[src/rtl/ps2_scancode_rx.sv]
// PS/2 keyboard receiver: synchronises and filters the pins, deframes 11-bit frames,
// strips E0/F0 prefixes and break sequences, and strobes each make code out on en.
module ps2_scancode_rx #(
  parameter int FILTER_LEN = 8,
  parameter int TIMEOUT    = 10000
) (
  input  logic       CLOCK_50,
  input  logic       rst,
  input  logic       PS2_CLK,
  input  logic       PS2_DAT,
  output logic [7:0] char,
  output logic       ext,
  output logic       en,
  output logic       frame_err
);

  localparam int FW = $clog2(FILTER_LEN + 1);
  localparam int WW = $clog2(TIMEOUT + 1);

  typedef enum logic [1:0] {IDLE, DATA, PARITY, STOP} state_t;

  logic          clk_s1, clk_s2, dat_s1, dat_s2;
  logic          clk_f, clk_f_d;
  logic [FW-1:0] filt_cnt;
  logic          fall;

  state_t        state, state_n;
  logic [3:0]    bit_cnt, bit_cnt_n;
  logic [7:0]    shreg, shreg_n;
  logic          par_bit, par_n;
  logic [WW-1:0] wd, wd_n;
  logic          ext_pend, ext_pend_n;
  logic          brk_pend, brk_pend_n;
  logic [7:0]    char_n;
  logic          ext_n, en_n, err_n;
  logic          byte_ok;

  // Idle PS/2 bus is high, so synchronisers reset to 1 to avoid a false edge.
  always_ff @(posedge CLOCK_50) begin
    if (rst) begin
      clk_s1 <= 1'b1;
      clk_s2 <= 1'b1;
      dat_s1 <= 1'b1;
      dat_s2 <= 1'b1;
    end else begin
      clk_s1 <= PS2_CLK;
      clk_s2 <= clk_s1;
      dat_s1 <= PS2_DAT;
      dat_s2 <= dat_s1;
    end
  end

  // clk_f only follows the synced clock after FILTER_LEN consecutive differing cycles.
  always_ff @(posedge CLOCK_50) begin
    if (rst) begin
      clk_f    <= 1'b1;
      clk_f_d  <= 1'b1;
      filt_cnt <= '0;
    end else begin
      clk_f_d <= clk_f;
      if (clk_s2 == clk_f) begin
        filt_cnt <= '0;
      end else if (filt_cnt == FW'(FILTER_LEN - 1)) begin
        clk_f    <= clk_s2;
        filt_cnt <= '0;
      end else begin
        filt_cnt <= filt_cnt + 1'b1;
      end
    end
  end

  assign fall = clk_f_d & ~clk_f;

  always_ff @(posedge CLOCK_50) begin
    if (rst) begin
      state     <= IDLE;
      bit_cnt   <= 4'd0;
      shreg     <= 8'h00;
      par_bit   <= 1'b0;
      wd        <= '0;
      ext_pend  <= 1'b0;
      brk_pend  <= 1'b0;
      char      <= 8'h00;
      ext       <= 1'b0;
      en        <= 1'b0;
      frame_err <= 1'b0;
    end else begin
      state     <= state_n;
      bit_cnt   <= bit_cnt_n;
      shreg     <= shreg_n;
      par_bit   <= par_n;
      wd        <= wd_n;
      ext_pend  <= ext_pend_n;
      brk_pend  <= brk_pend_n;
      char      <= char_n;
      ext       <= ext_n;
      en        <= en_n;
      frame_err <= err_n;
    end
  end

  always_comb begin
    state_n    = state;
    bit_cnt_n  = bit_cnt;
    shreg_n    = shreg;
    par_n      = par_bit;
    wd_n       = wd;
    ext_pend_n = ext_pend;
    brk_pend_n = brk_pend;
    char_n     = char;
    ext_n      = ext;
    en_n       = 1'b0;
    err_n      = 1'b0;
    byte_ok    = 1'b0;

    if (state == IDLE || fall) begin
      wd_n = '0;
    end else if (wd != WW'(TIMEOUT)) begin
      wd_n = wd + 1'b1;
    end

    case (state)
      IDLE: begin
        if (fall && !dat_s2) begin
          state_n   = DATA;
          bit_cnt_n = 4'd0;
        end
      end
      DATA: begin
        if (fall) begin
          shreg_n   = {dat_s2, shreg[7:1]};
          bit_cnt_n = bit_cnt + 4'd1;
          if (bit_cnt == 4'd7) state_n = PARITY;
        end
      end
      PARITY: begin
        if (fall) begin
          par_n   = dat_s2;
          state_n = STOP;
        end
      end
      STOP: begin
        if (fall) begin
          if (dat_s2 && (^{shreg, par_bit})) byte_ok = 1'b1;
          else                               err_n   = 1'b1;
          state_n   = IDLE;
          bit_cnt_n = 4'd0;
        end
      end
      default: state_n = IDLE;
    endcase

    // A stalled frame is abandoned; the partial byte is simply never decoded.
    if (state != IDLE && !fall && wd == WW'(TIMEOUT - 1)) begin
      err_n     = 1'b1;
      state_n   = IDLE;
      bit_cnt_n = 4'd0;
      wd_n      = '0;
    end

    if (err_n) begin
      ext_pend_n = 1'b0;
      brk_pend_n = 1'b0;
    end

    if (byte_ok) begin
      if (shreg == 8'hE0) begin
        ext_pend_n = 1'b1;
      end else if (shreg == 8'hF0) begin
        brk_pend_n = 1'b1;
      end else if (brk_pend) begin
        ext_pend_n = 1'b0;
        brk_pend_n = 1'b0;
      end else if (!ext_pend && (shreg inside {8'h00, 8'hAA, 8'hEE, 8'hFA, 8'hFE, 8'hFF})) begin
        ext_pend_n = 1'b0;
      end else begin
        char_n     = shreg;
        ext_n      = ext_pend;
        en_n       = 1'b1;
        ext_pend_n = 1'b0;
      end
    end
  end

endmodule

[config.mk]
export PLATFORM = sky130hd
export DESIGN_NAME = ps2_scancode_rx
export DESIGN_NICKNAME = d
export VERILOG_FILES = /design/src/rtl/ps2_scancode_rx.sv
export SDC_FILE = /design/constraint.sdc
export NUM_CORES = 1
export LEC_CHECK = 0
export ABC_AREA = 1
export CAP_MARGIN = 20
export CORE_MARGIN = 2
export CORE_UTILIZATION = 65
export DETAILED_ROUTE_END_ITERATION = 12
export DONT_BUFFER_PORTS = 1
export MAX_ROUTING_LAYER = met4
export PLACE_DENSITY = 0.88
export SYNTH_ARGS = -nofsm -noshare
export SYNTH_HDL_FRONTEND = slang
export SYNTH_SLANG_ARGS = --single-unit
[constraint.sdc]
create_clock -name CLOCK_50 -period 4.3 [get_ports CLOCK_50]
set_input_delay 1.075 -clock CLOCK_50 [delete_from_list [all_inputs] [get_ports CLOCK_50]]
set_output_delay 1.075 -clock CLOCK_50 [all_outputs]
set_load 0.05 [all_outputs]
=== After elaboration in Yosys (flattened, before gate mapping) ===
Cells that the tools add are included.
Widths: inputs -> output; s select.

* Flip-flop bits (word level): 52
* Input port bits: 4
* Output and inout port bits: 11
* Logic and storage cells: 101

* Add/sub/neg operators: 3
* Equality and inequality tests: 20
* Muxes and demuxes: 27
* Bitwise gates (word level): 8
* Reduce and logical (&&, ||, !) cells: 25

{| class="wikitable"
|+ Operators by type and width
! cell !! number
|-
| $eq 8x8->1 const B || 7
|-
| $mux 1 || 17
|-
| $add 14x1->14 const B || 1
|-
| $eq 14x14->1 const B || 1
|-
| $ne 14x14->1 const B || 1
|-
| $mux 4 || 3
|-
| $pmux 4 s3 || 1
|-
| $mux 2 || 5
|-
| $reduce_and 5->1 || 2
|-
| $reduce_xor 9->1 || 1
|-
| $add 4x1->4 const B || 2
|-
| $eq 4x3->1 const B || 2
|-
| $logic_not 8->1 || 1
|-
| $ne 2x2->1 const B || 4
|-
| $pmux 2 s4 || 1
|-
| $not 1->1 || 7
|-
| $reduce_and 2->1 || 3
|-
| $reduce_bool 6->1 || 1
|-
| $reduce_or 3->1 || 2
|-
| $logic_and 1x1->1 || 5
|-
| $reduce_or 5->1 || 1
|-
| $eq 2x2->1 const B || 2
|-
| $reduce_and 4->1 || 1
|-
| $logic_not 1->1 || 3
|-
| 9 further kinds || 9
|}

=== Longest topological paths before layout ===
Gate-level depths: netlist of the first run.

* Depth after elaboration: 11
* Mapped depth: 14
* Gate-level depth less buffers: 14

=== Worst setup path before layout of the first run ===
OpenSTA, ideal clock, no wires.

* Path type: input port to flip-flop
* Start: in rst
* End: reg filt_cnt[2]
* Library setup time: 80 ps
* Arrival time: 1,692 ps
* Required time: 4,220 ps
* Setup slack: 2,528 ps
* Stages on the path: 4
* Path buffers: 1
* Cell sequence: clkbuf_1 > a21oi_1 > o221ai_1 > nor3b_1

* Word-level cells in the longest chain between the ends: 1

{| class="wikitable"
|+ RTL lines
! element !! line !! source
|-
| from (decl) || 8 || <nowiki>input logic rst,</nowiki>
|-
| $reduce_or 3->1 (no source line) || - ||
|-
| to (signal assigned) || 67 || <nowiki>filt_cnt <= filt_cnt + 1'b1;</nowiki>
|-
| to (decl) || 24 || <nowiki>logic [FW-1:0] filt_cnt;</nowiki>
|}

No other way between the ends.
A chain may end at the register's enable or synchronous reset.

=== Worst setup path in the final report of the first run ===
* Start: reg char[3]
* End: out char[3]

{| class="wikitable"
|+ RTL lines
! element !! line !! source
|-
| from (decl) || 11 || <nowiki>output logic [7:0] char,</nowiki>
|-
| from (signal assigned) || 95 || <nowiki>char <= char_n;</nowiki>
|}

No word-level cell between the ends.

==> out/results.tsv, run 1 <==
metric	value	unit
Cells after Synth	351	
non-filler cells in the finished layout	402	
layout cells sized above 1	0.1695	
Post-Place Cells	394	
Rel. slew slack	0.6387	
CTS tree	yes	
mean area per synthesized cell	7.379	µm²
first-pass GRT wire length	8162	µm
DRT Pass-1 Iters	4	
mapped cell area	2590	µm²
Mapped Nets	364	
clk slew on worst S/H paths	100	ps
post-cts sizing count	0	
share of the synthesized area in the top cell type	0.4019	
ys async rst share	0	
r2r startpoint	state[1]	
worst reg2reg path depth	10	
GP Congestion	0.8443	
ant diodes	0	
Final Slew Violations	0	
Tmin final	2058	ps
root buf cell	clkbuf_8	
met2 Use GR	0.4109	
commonest cells in the synthesized netlist	nand2_1, dfxtp_1, nor2_1	
I/O pin cnt	15	
skew final	10.06	ps
Clock Latency Late Sink	310	ps
Total Neg Setup Slack	0	ps
clk sink count	52	
largest area contributor in the netlist	dfxtp_1	
CP arrival	980	ps
final hold violations	0	
total congestion overflow	0	
achievable frequency	0.4860	GHz
Clock Tree Buf Depth	2	
dpl hpwl	3294	µm
status	finished, final reports clean	
via count	2104	
input/output buffers	0	
Worst VDD drop	0.2411	mV
worst setup path category	reg -> out	
Post-synth top flop	dfxtp_1	
grt met3 use	0.06588	
Layout Nets	366	
Via density	5.234	
num rows	22	
R2R setup slack	2370	ps
Required @ worst endpoint	3220	ps
CP Max Fanout	2	
Setup crit end kind	output pin	
Post CTS Setup Buffer Count	0	
die span in x	67.13	µm
TritonCTS Buffers	5	
chip height	67.13	µm
max_cap viols	0	
YS warnings	0	
# setup viols final	0	
grt met1 use	0.2785	
HP Class	reg -> reg	
EDFF count, synth	0	
cell area after layout	2709	µm²
Top Usage Layer GRT	met2	
sequential area share after synthesis	0.4019	
#FFs+latches synth	52	
crit path launch type	flip-flop	
total die area	4506	µm²
Detail Route Antenna Nets	0	
pwr/cell area	314.2	nW/µm²
synth top area cells	dfxtp_1, nand2_1, nor2_1, inv_1, a21oi_1	
crit path from	char[3]	
largest net degree at the start of global routing	20	
Final period util	0.4785	
RR Endpoint	bit_cnt[1]	
Critical Path Sink	char[3]	
logic depth of the worst path, buffers included	0	
Core ar.	3744	µm²
Routed WL	4437	µm
leakage power	1.092	nW
RSZ-0062 raised after global routing	false	
area of placed instances	2614	µm²
initial antenna violation count	0	
Global Route Usage Sum	0.2438	
Area growth syn-to-layout	4.589	%
most common cell in the netlist	nand2_1	
Yosys cell types	34	
vias in the first global route	2020	
Worst-Margin Slew	540.4	ps
hold_buf cts	0	
DRC violations left	0	
Starting DRT DRC Count	129	
Avg WL per Cell	11.04	µm
Starting Density	0.6918	
htree depth	2	
## how the worst min path moves through the flow
stage                       from     end  slack, ps  depth (start not counted)
after floorplan           clk_s1  clk_s2        390                          1
after global placement    clk_s1  clk_s2        390                          1
after detailed placement  clk_s1  clk_s2        400                          1
after CTS                 clk_s1  clk_s2        420                          1
after global routing      clk_s1  clk_s2        420                          1
final                     clk_s1  clk_s2        410                          1
## sequential cells by signal, indices dropped and copies added, names as in the netlist
signal	cells
bit_cnt	4
brk_pend	1
char	8
clk_f	1
clk_f_d	1
clk_s1	1
clk_s2	1
dat_s1	1
dat_s2	1
en	1
ext	1
ext_pend	1
filt_cnt	4
frame_err	1
par_bit	1
shreg	8
state	2
wd	14
## where the power goes
part           switching, W  internal, W  total [W]
Combinational     0.0000439    0.0000220  0.0000659
Clock              0.000169     0.000119   0.000288
Sequential       0.00000711     0.000490   0.000497
## stage by stage
stage                     hold slack [ps]  total power (W)  worst slack, ps    util
after global placement              393.1        0.0005709             2243  0.6982
after CTS                           419.3        0.0008596             2233  0.7236
final                               410.1        0.0008510             2242  0.7236
after floorplan                     389.5        0.0005624             2528       -
after detailed placement            397.2        0.0005739             2194  0.6982
after global routing                423.3        0.0008900             2150  0.7236
## cell families after synthesis
kind of cell | synth area share
buffers and inverters | 0.07632
XOR/XNOR | 0.01353
AND/OR/NAND/NOR | 0.3763
AO/OA/AOI/OAI | 0.08841
adder cells (fa/ha/maj) | 0.04348
flip-flops | 0.4019
## placed cells by master, fill, tap and decap left out, types with 4 or more instances in the layout
cell type,netlist,routed
inv_1,34,34
o21ai_0,12,12
ha_1,9,9
nor2_2,18,18
inv_2,8,8
nand3_1,16,16
nor3b_1,4,4
nand2_1,67,67
nor2_1,43,43
dfxtp_1,52,52
nand4_1,5,5
or2_2,8,8
clkbuf_8,0,5
nor3_1,11,11
nand2_2,9,9
a21oi_1,24,24
## area by class of cell
cell class / count / area (µm²)
clock buffer: 5 / 68.82
tap: 48 / 60.06
fill: 298 / 1035
multi-input combinational: 251 / 1351
sequential: 52 / 1041
clock inverter: 3 / 26.28
inverter: 43 / 161.4
## per-layer routing
layer / wire length (µm) / vias up
met5: 0 / -
met4: 69 / 0
met2: 2132 / 32
met3: 162 / 6
met1: 2073 / 934
li1: - / 1132
(Power assumes the default switching activity.)
==> inputs of run 2 (changes only) <==
Settings changed: CORE_UTILIZATION 65 to 62, PLACE_DENSITY 0.88 to 0.85.
Clock period 4.3 ns to 2.15 ns, I/O delays scaled along.
==> out/results.tsv, run 2 (synthesized netlist as in run 1, its figures left out) <==
metric	value	unit
Clock Tree Buf Depth	2	
P_int	0.001261	W
sequential share of power	0.585	
Final Slew Violations	0	
max reg flops	14	
DRC violations left	0	
Starting Density	0.6475	
Area growth syn-to-layout	4.831	%
max_cap viols	0	
clk slew on worst S/H paths	90	ps
leading cell type in the layout, fill and taps excluded	nand2_1	
worst setup path category	reg -> reg	
worst reg2reg path depth	9	
achievable frequency	0.5343	GHz
Final period util	0.8706	
Clock Latency Late Sink	310	ps
CTS tree	yes	
Layout fillers	344	
hold_sp	rst	
Required @ worst endpoint	2380	ps
dpl hpwl	3386	µm
total die area	4710	µm²
total congestion overflow	0	
Avg WL per Cell	11.18	µm
Core Util, Final	0.6788	
RSZ-0062 raised after global routing	false	
CP Max Fanout	10	
clk sink count	52	
first-pass GRT wire length	7962	µm
Core ar.	4000	µm²
root buf cell	clkbuf_8	
vias in the first global route	1968	
Seq. cell area	1041	µm²
status	finished, final reports clean	
I/O pin cnt	15	
Starting DRT DRC Count	161	
GP Congestion	0.8464	
hold path cells	1	
leakage power	1.097	nW
Tmin final	1872	ps
die span in x	68.63	µm
worst setup margin	278.3	ps
TritonCTS Buffers	5	
DRT Pass-1 Iters	4	
# setup viols final	0	
Via density	5.286	
r2r startpoint	state[0]	
crit path launch type	flip-flop	
layout cells sized above 1	0.1718	
initial antenna violation count	0	
Rel. slew slack	0.6381	
HP Class	in -> reg	
Top reg by flops	wd	
most frequent cells in the layout	nand2_1, dfxtp_1, nor2_1, inv_1, a21oi_1	
Net Sw Frac	0.2584	
Hold EP	ext_pend	
RR Endpoint	wd[5]	
Routed WL	4528	µm
pwr/cell area	626.2	nW/µm²
R2R setup slack	280	ps
input/output buffers	0	
largest net degree at the start of global routing	20	
final hold violations	0	
Worst-Margin Slew	542.1	ps
num rows	23	
via count	2141	
Regs by FF count	wd (14), char (8), shreg (8)	
hold_buf cts	0	
Clock power frac	0.335	
non-filler cells in the finished layout	405	
Psw	0.0004393	W
DP Worst Slack	221.7	ps
Setup crit end kind	flip-flop	
CP arrival	2110	ps
ant diodes	0	
skew final	5.175	ps
Layout Nets	367	
Global Route Usage Sum	0.2287	
Combinational Power Share	0.080	
chip height	68.63	µm
Total Neg Setup Slack	0	ps
Worst VDD drop	0.5033	mV
htree depth	2	
Post CTS Setup Buffer Count	0	
area of the multi-input gates	1351	µm²
post-cts sizing count	0	
Detail Route Antenna Nets	0	
Post-Place Cells	397	
## run 2: changes by cell type in the layout (fill, tap and decap cells not counted), sizes merged
cell,change
buf,+1
## run 2: how the worst max path moves through the flow
stage                         from    endpoint  slack [ps]  cells after the start
after global routing      state[1]  bit_cnt[3]          20                     10
after CTS                 state[1]  bit_cnt[1]         210                     10
after detailed placement  state[1]  bit_cnt[1]         220                     10
final                     state[0]       wd[5]         280                      9
after floorplan           state[1]  bit_cnt[1]         470                     10
after global placement    state[1]  bit_cnt[1]         320                     10
## run 2: area by class of cell
type                            instances  share of cell area
Inverter                               43             0.05945
Clock buffer                            5             0.02535
Multi-Input combinational cell        251              0.4977
Tap cell                               50             0.02304
Timing Repair Buffer                    1            0.002765
Clock inverter                          3            0.008295
Sequential cell                        52              0.3834
## run 2: power groups by stage
stage / combinational (W) / sequential, W / clock (W)
6_report: 0.000137 / 0.000994 / 0.000570
5_1_grt: 0.000163 / 0.000998 / 0.000614
4_1_cts: 0.000136 / 0.000994 / 0.000584
3_5_place_dp: 0.000136 / 0.00102 / 0
3_3_place_gp: 0.000131 / 0.00102 / 0
2_1_floorplan: 0.000111 / 0.00101 / 0
## run 2: worst max-delay path, cell delays in order (launching register included)
cell,delay [ps]
dfxtp_1,340
inv_1,120
ha_1,210
inv_1,70
nand2_1,80
nor4_1,60
nor2_1,230
nand3_1,250
buf_4,250
nor3b_1,180
## run 2: through the flow
| stage | power, W | area [µm²] | hold slack, ps |
|---|---|---|---|
| 2_1_floorplan | 0.001125 | 2590 | 389.5 |
| 5_1_grt | 0.001775 | 2715 | 268.1 |
| 3_3_place_gp | 0.001146 | 2624 | 391.3 |
| 3_5_place_dp | 0.001152 | 2624 | 398.5 |
| 4_1_cts | 0.001714 | 2715 | 278.9 |
| 6_report | 0.001700 | 2715 | 287.6 |
## run 2: metal layers
layer	vias up	track usage	share of wire
met2	40	0.3858	0.49
met3	7	0.05357	0.038
met1	964	0.2619	0.46
met5	-	-	0
met4	0	0.09000	0.014
li1	1130	-	-
==> inputs of run 3 (changes only) <==
Settings changed: ABC_AREA 1 to default, GPL_ROUTABILITY_DRIVEN from default to 0.
==> out/results.tsv, run 3 <==
metric	value	unit
EDFF count, synth	0	
Core Util, Final	0.6902	
worst setup path category	reg -> reg	
leading cell type in the layout, fill and taps excluded	dfxtp_1	
ant diodes	0	
first-pass GRT wire length	6658	µm
Layout fillers	301	
ys async rst share	0	
synth top area cells	dfxtp_1, mux2i_1, nand2b_1, nor2_1, xnor2_1	
Detail Route Antenna Nets	0	
Worst-Margin Slew	516.8	ps
Avg WL per Cell	12.35	µm
clk sink count	52	
I/O pin cnt	15	
mapped cell area	2449	µm²
total congestion overflow	0	
commonest cells in the synthesized netlist	dfxtp_1, nor2_1, nand2b_1	
Routed WL	3926	µm
root buf cell	clkbuf_8	
total die area	4468	µm²
max_cap viols	0	
CP Max Fanout	10	
max reg flops	14	
Total Neg Setup Slack	0	ps
chip height	66.85	µm
DRC violations left	0	
hold_buf cts	0	
share of the synthesized area in the top cell type	0.4251	
Top reg by flops	wd	
skew final	8.143	ps
DRT Pass-1 Iters	4	
CP arrival	2220	ps
most frequent cells in the layout	dfxtp_1, nor2_1, nand2b_1, mux2i_1, nand2_1	
#FFs+latches synth	52	
most common cell in the netlist	dfxtp_1	
largest net degree at the start of global routing	43	
Worst VDD drop	0.3959	mV
mean area per synthesized cell	9.002	µm²
initial antenna violation count	0	
input/output buffers	0	
Core ar.	3716	µm²
Yosys cell types	39	
hold_ws	304.0	ps
Layout Nets	285	
status	finished, final reports clean	
leakage power	1.008	nW
Via density	5.582	
sequential area share after synthesis	0.4251	
RSZ-0062 raised after global routing	false	
Clock Latency Late Sink	300	ps
pwr/cell area	571.3	nW/µm²
htree depth	2	
# setup viols final	0	
layout cells sized above 1	0.07037	
crit path launch type	flip-flop	
Cells after Synth	272	
Post-Place Cells	313	
CTS tree	yes	
Tmin final	2036	ps
vias in the first global route	1557	
area of the multi-input gates	1320	µm²
Global Route Usage Sum	0.2006	
Setup crit end kind	flip-flop	
Clock Tree Buf Depth	2	
achievable frequency	0.4912	GHz
Final period util	0.9469	
Final Slew Violations	0	
YS warnings	0	
non-filler cells in the finished layout	318	
via count	1775	
Mapped Nets	285	
Regs by FF count	wd (14), char (8), shreg (8)	
die span in x	66.85	µm
largest area contributor in the netlist	dfxtp_1	
TritonCTS Buffers	5	
Seq. cell area	1041	µm²
final hold violations	0	
clk slew on worst S/H paths	80	ps
dpl hpwl	2768	µm
Rel. slew slack	0.6550	
Area growth syn-to-layout	4.752	%
HP Class	in -> reg	
Starting DRT DRC Count	108	
Post-synth top flop	dfxtp_1	
num rows	22	
Starting Density	0.6589	
Required @ worst endpoint	2340	ps
-- run 3: cell count changes in the layout (fill, tap and decap cells not counted), moves of 6 or more --
cell,delta
nand2b_1,+23
nor3_1,-6
xnor2_1,+12
nand2_1,-50
inv_2,-8
nand2_2,-9
inv_1,-28
nor2_2,-18
mux2i_1,+19
o21ai_0,-10
buf_4,+6
a21oi_1,-14
-- run 3: critical path, cell delays in order, from the launching register on --
cell     delay (ps)
dfxtp_1         440
xnor2_1         150
xnor3_1         450
xnor2_2         190
nand3_1         110
or3_4           440
mux2i_1         150
-- run 3: final cells by class --
type,instances,share of cell area
Clock buffer,5,0.02683
Timing Repair Buffer,7,0.02049
Inverter,6,0.008780
Tap cell,48,0.02341
Multi-Input combinational cell,200,0.5146
Sequential cell,52,0.4059
-- run 3: what timing repair did --
item | 4_1_cts | 5_1_grt
setup buffers | 0 | 0
resized for setup | 1 | 0
endpoints found under the setup margin | 9 | 0
endpoints found under the hold margin | 0 | 0
-- run 3: cell families (layout without fill, tap and decap cells) --
| group | Yosys count | after routing | share of synthesized area |
|---|---|---|---|
| XOR/XNOR | 23 | 23 | 0.09096 |
| multiplexers | 19 | 19 | 0.07767 |
| buffers and inverters | 20 | 18 | 0.03781 |
| flip-flops | 52 | 52 | 0.4251 |
| adder cells (fa/ha/maj) | 9 | 9 | 0.04599 |
| AO/OA/AOI/OAI | 24 | 24 | 0.06439 |
| AND/OR/NAND/NOR | 125 | 125 | 0.2580 |
-- run 3: path summary, 6_finish.rpt --
kind	start	end	slack, ps	depth (start not counted)
worst max-delay path	shreg[0]	char[3]	110	6
worst min-delay path	rst	shreg[7]	300	1
worst max register to register	shreg[0]	char[3]	110	6
worst min register to register	clk_s1	clk_s2	410	1
-- run 3: report_power, final --
group          internal [W]  total [W]  switching (W)
Clock              0.000210   0.000484       0.000274
Combinational    0.00000926  0.0000133     0.00000400
Sequential         0.000966   0.000968     0.00000208
Total               0.00119    0.00147       0.000280
-- run 3: layer usage --
layer | track usage | up-vias | routed length, µm
met5 | - | - | 0
met4 | 0.06888 | 0 | 53
met3 | 0.05068 | 5 | 153
met2 | 0.3150 | 28 | 1835
met1 | 0.2524 | 827 | 1883
li1 | - | 915 | -
-- run 3: metrics by stage --
step,total power [W],setup WS [ps],cell area (µm²)
CTS,0.001491,103.4,2565
floorplan,0.001009,143.0,2449
finish,0.001465,114.2,2565
global route,0.001523,2.153,2565
global placement,0.001004,5.544,2491
detailed placement,0.001004,-52.96,2491
==> variant 1: new RTL, config.mk and constraints of run 2 <==
The 4 states of `state_t` get a one-hot encoding in 4 bits.
--- a/src/rtl/ps2_scancode_rx.sv
+++ b/src/rtl/ps2_scancode_rx.sv
@@ -18,5 +18,5 @@
   localparam int WW = $clog2(TIMEOUT + 1);
 
-  typedef enum logic [1:0] {IDLE, DATA, PARITY, STOP} state_t;
+  typedef enum logic [3:0] {IDLE = 4'b0001, DATA = 4'b0010, PARITY = 4'b0100, STOP = 4'b1000} state_t;
 
   logic          clk_s1, clk_s2, dat_s1, dat_s2;
Formal check against the unedited RTL: no difference found for any inputs over 10 cycles, from zero or initial values and one cycle with rst high; not proved beyond that.
==> variant 1 against run 2 <==
  * Combinational power rose by 88%
  * Wire length increased by 9.0%
  * Sequential cell count grew 2
  * Cell area shrank 2.3%
  * Setup slack worse by 0.037 ns
  * Final cell count up 0.49%
  * Utilization decreased by 1.1 points
  * Total power increased by 12%
  * Area after synthesis is 2.4% lower
  * Largest cell class unchanged
  * Highest routed layer unchanged
==> variant 1: results (changes against run 2) <==
Status:
- Outcome: complete, no violations (unchanged).

Yosys:
- Top area cells in the synthesized netlist: dfxtp_1 (43%), nand2_1 (10%), nor2_1 (7.9%) (was dfxtp_1 (40%), nand2_1 (9.7%), nor2_1 (6.2%)).
- The net count after synthesis is 362 (was 364).
- The xor and xnor fraction of the mapped netlist area is 2.42% (was 1.35%).
- The adder-cell share of the synthesized area is 1.98% (was 4.35%).
- The cell count after synthesis is 354 (was 351).

Timing:
- The actual slew at the worst max-slew pin was 0.606 ns (was 0.542 ns).

Power and ir drop:
- The internal power contribution was 1.35 mW (was 1.26 mW).
- The leakage power is 1.03 nW (was 1.10 nW).
- The maximum ir drop on the vdd rail is 0.392 mV (was 0.503 mV).

Route:
- The iteration-0 DRC count of the detailed router was 125 (was 161).
- The per-cell via count in the routed design was 5.49 (was 5.29).
- The wire length per cell is 12.1 µm (was 11.2 µm).
- The count of TritonRoute iterations in the first routing pass is 5 (was 4).

Global routing:
- The via count of the first global-routing pass is 2,001 (was 1,968).
- The largest net degree at the start of global routing is 22 (was 20).
- The global router's overall resource usage is 24.4% (was 22.9%).
- The wire length of the first global-routing pass is 8250 µm (was 7960 µm).

Worst setup path:
- The logic depth of the worst register-to-register path came to 10 (was 9).
- The largest driver fanout on the critical path is 12 (was 10).

Place:
- The number of instances in the placed design is 399 (was 397).
- The worst setup slack after placement is 0.313 ns (was 0.222 ns).
- The placed instance area came to 2560 µm² (was 2620 µm²).
- The half-perimeter wire length of the detailed placement result is 3550 µm (was 3390 µm).

Cells and area:
- The layout cell share with drive strength beyond 1 came to 7.28% (was 17.2%).
## variant 1: final timing paths
kind | to | slack, ns
setup / recovery | brk_pend | 0.24
setup reg to reg | brk_pend | 0.24
hold reg to reg | dat_s2 | 0.42
hold / removal | par_bit | 0.28
## variant 1: logic make-up (layout without fill, tap and decap cells)
family	count (synthesis)	after routing
AND/OR/NAND/NOR	189	189
flip-flops	54	54
AO/OA/AOI/OAI	50	50
buffers and inverters	50	53
XOR/XNOR	7	7
adder cells (fa/ha/maj)	4	4
## variant 1: power groups by stage
stage | registers (mW) | logic [mW] | clock network (mW)
4_1_cts | 1.07 | 0.256 | 0.590
5_1_grt | 1.08 | 0.297 | 0.623
6_report | 1.07 | 0.257 | 0.573
3_3_place_gp | 1.09 | 0.244 | 0
2_1_floorplan | 1.08 | 0.221 | 0
3_5_place_dp | 1.09 | 0.255 | 0
## variant 1: critical path: stages (launching register included)
cell	delay (ns)
dfxtp_1	0.45
inv_1	0.14
nand2_1	0.10
nand3_1	0.07
nand2_1	0.10
inv_1	0.05
nand3_1	0.11
nand3_2	0.11
nor2_2	0.39
nand4_1	0.22
nand2_1	0.12
## variant 1: final cells by class
class	instances	area, µm²
clock buffer	5	68.8
clock inverter	3	25.0
fill	341	1320
inverter	44	165
multi-input combinational	250	1240
sequential	54	1080
tap	50	62.6
timing repair buffer	1	7.51
## variant 1: per-layer routing
layer	track usage [%]	wire length, µm	vias up
li1	-	-	1152
met1	28.4	2230	1001
met2	39.6	2330	68
met3	5.26	258	12
met4	12.8	116	0
met5	-	0	-
==> variant 2: new RTL, settings of run 2 <==
Without the edit above. Change the parameter `FILTER_LEN` from 8 to 32.
--- a/src/rtl/ps2_scancode_rx.sv
+++ b/src/rtl/ps2_scancode_rx.sv
@@ -2,5 +2,5 @@
 // strips E0/F0 prefixes and break sequences, and strobes each make code out on en.
 module ps2_scancode_rx #(
-  parameter int FILTER_LEN = 8,
+  parameter int FILTER_LEN = 32,
   parameter int TIMEOUT    = 10000
 ) (
Check against the original RTL: same outputs for any inputs over 10 cycles, from zero or initial values and one cycle with rst high; that may be too few to reach the edited logic, so the function may still have changed.
==> variant 2 against run 2 <==
  * Sequential cell count is 2 higher
  * Die area grew 2.1%
  * Worst hold slack got worse by 0.011 ns
  * Non-clock buffer count is 1 lower
  * Global-route usage down 0.45 points
  * Cell area rose by 1.6%
  * First-iteration DRC count shrank 12%
  * Area after synthesis rose by 2.3%
  * Critical endpoint is now wd[2]
  * Final cell count is 5.4% higher
  * Wire length grew 6.0%
  * Largest cell class unchanged
  * Setup slack got worse by 0.030 ns
Power is not compared: it rests on default switching activity, and its combinational part moved more than twofold at a synthesized area within 25%.
==> variant 2: results (changes against run 2) <==
Cells and area:
- The number of non-clock inverters in the layout came to 49 (was 43).
- The clock-cell share of area came to 3.13% (was 3.36%).
- The total number of multi-input combinational cells is 266 (was 251).
- The area growth from synthesis to layout is 4.16% (was 4.83%).
- The buffer count excluding the clock tree in the final layout came to 0 (was 1).
- The layout cell share with drive strength beyond 1 is 7.96% (was 17.2%).
- The area taken by flip-flops and latches is 1080 µm² (was 1040 µm²).

Route:
- The wire length per cell was 11.2 µm (about the same).
- The iteration-0 DRC count of the detailed router is 141 (was 161).

Yosys:
- Synth cell count leaders: nand2_1 (86), dfxtp_1 (54), nor2_1 (49) (was nand2_1 (67), dfxtp_1 (52), nor2_1 (43)).
- The net count after synthesis came to 388 (was 364).
- The synthesized-area fraction occupied by ao, oa, aoi and oai cells came to 8.88% (was 8.84%).
- The share of the yosys chip area belonging to registers is 40.8% (was 40.2%).
- The xor and xnor fraction of the mapped netlist area is 2.65% (was 1.35%).
- Top area cells in the synthesized netlist: dfxtp_1 (41%), nand2_1 (12%), nor2_1 (6.9%) (was dfxtp_1 (40%), nand2_1 (9.7%), nor2_1 (6.2%)).
- The adder-cell share of the synthesized area is 4.25% (was 4.35%).
- The mapped cell area is 2650 µm² (was 2590 µm²).

Worst setup path:
- The highest cell delay on the worst timing path came to 0.42 ns (was 0.34 ns).
- The logic depth of the worst register-to-register path is 8 (was 9).

Place:
- The weighted congestion reported at the end of routability-driven placement is 0.917 (was 0.846).
- The placed instance area came to 2670 µm² (was 2620 µm²).
- The half-perimeter wire length of the detailed placement result came to 3580 µm (was 3390 µm).

Timing:
- The clock skew after layout is 0.0119 ns (was 0.00517 ns).
- The worst slew margin relative to its limit came to 58.2% (was 63.8%).

Global routing:
- The largest net degree at the start of global routing was 23 (was 20).
- The wire length of the first global-routing pass is 8600 µm (was 7960 µm).
- The global router's overall resource usage is 22.4% (was 22.9%).

Status:
- Outcome: complete, no violations (unchanged).

Clocking:
- The number of sinks handled by clock tree synthesis was 54 (was 52).
==> variant 2: cell count changes in the layout (fill, tap and decap cells not counted), moves of 5 or more <==
cell / change
nand2_2: -6
nor2_1: +6
nand3_1: +14
nand2_1: +18
inv_1: +11
nor2_2: -14
inv_2: -5
==> variant 2: layer usage <==
metal  up-vias  share of wire [%]  global-route usage (%)
met5         -                  0                       -
met4         0                1.8                    8.93
met3         8                4.7                    4.94
met2        47                 47                    37.6
met1      1035                 47                    26.1
li1       1197                  -                       -
==> variant 2: path summary, 6_finish.rpt <==
check | to | slack (ns) | start
setup / recovery | wd[2] | 0.25 | state[0]
hold / removal | en | 0.28 | rst
setup reg to reg | wd[2] | 0.25 | state[0]
hold reg to reg | dat_s2 | 0.42 | dat_s1
==> variant 2: cell families after synthesis <==
logic type | count (synthesis)
XOR/XNOR | 8
AND/OR/NAND/NOR | 206
buffers and inverters | 55
AO/OA/AOI/OAI | 43
adder cells (fa/ha/maj) | 9
flip-flops | 54
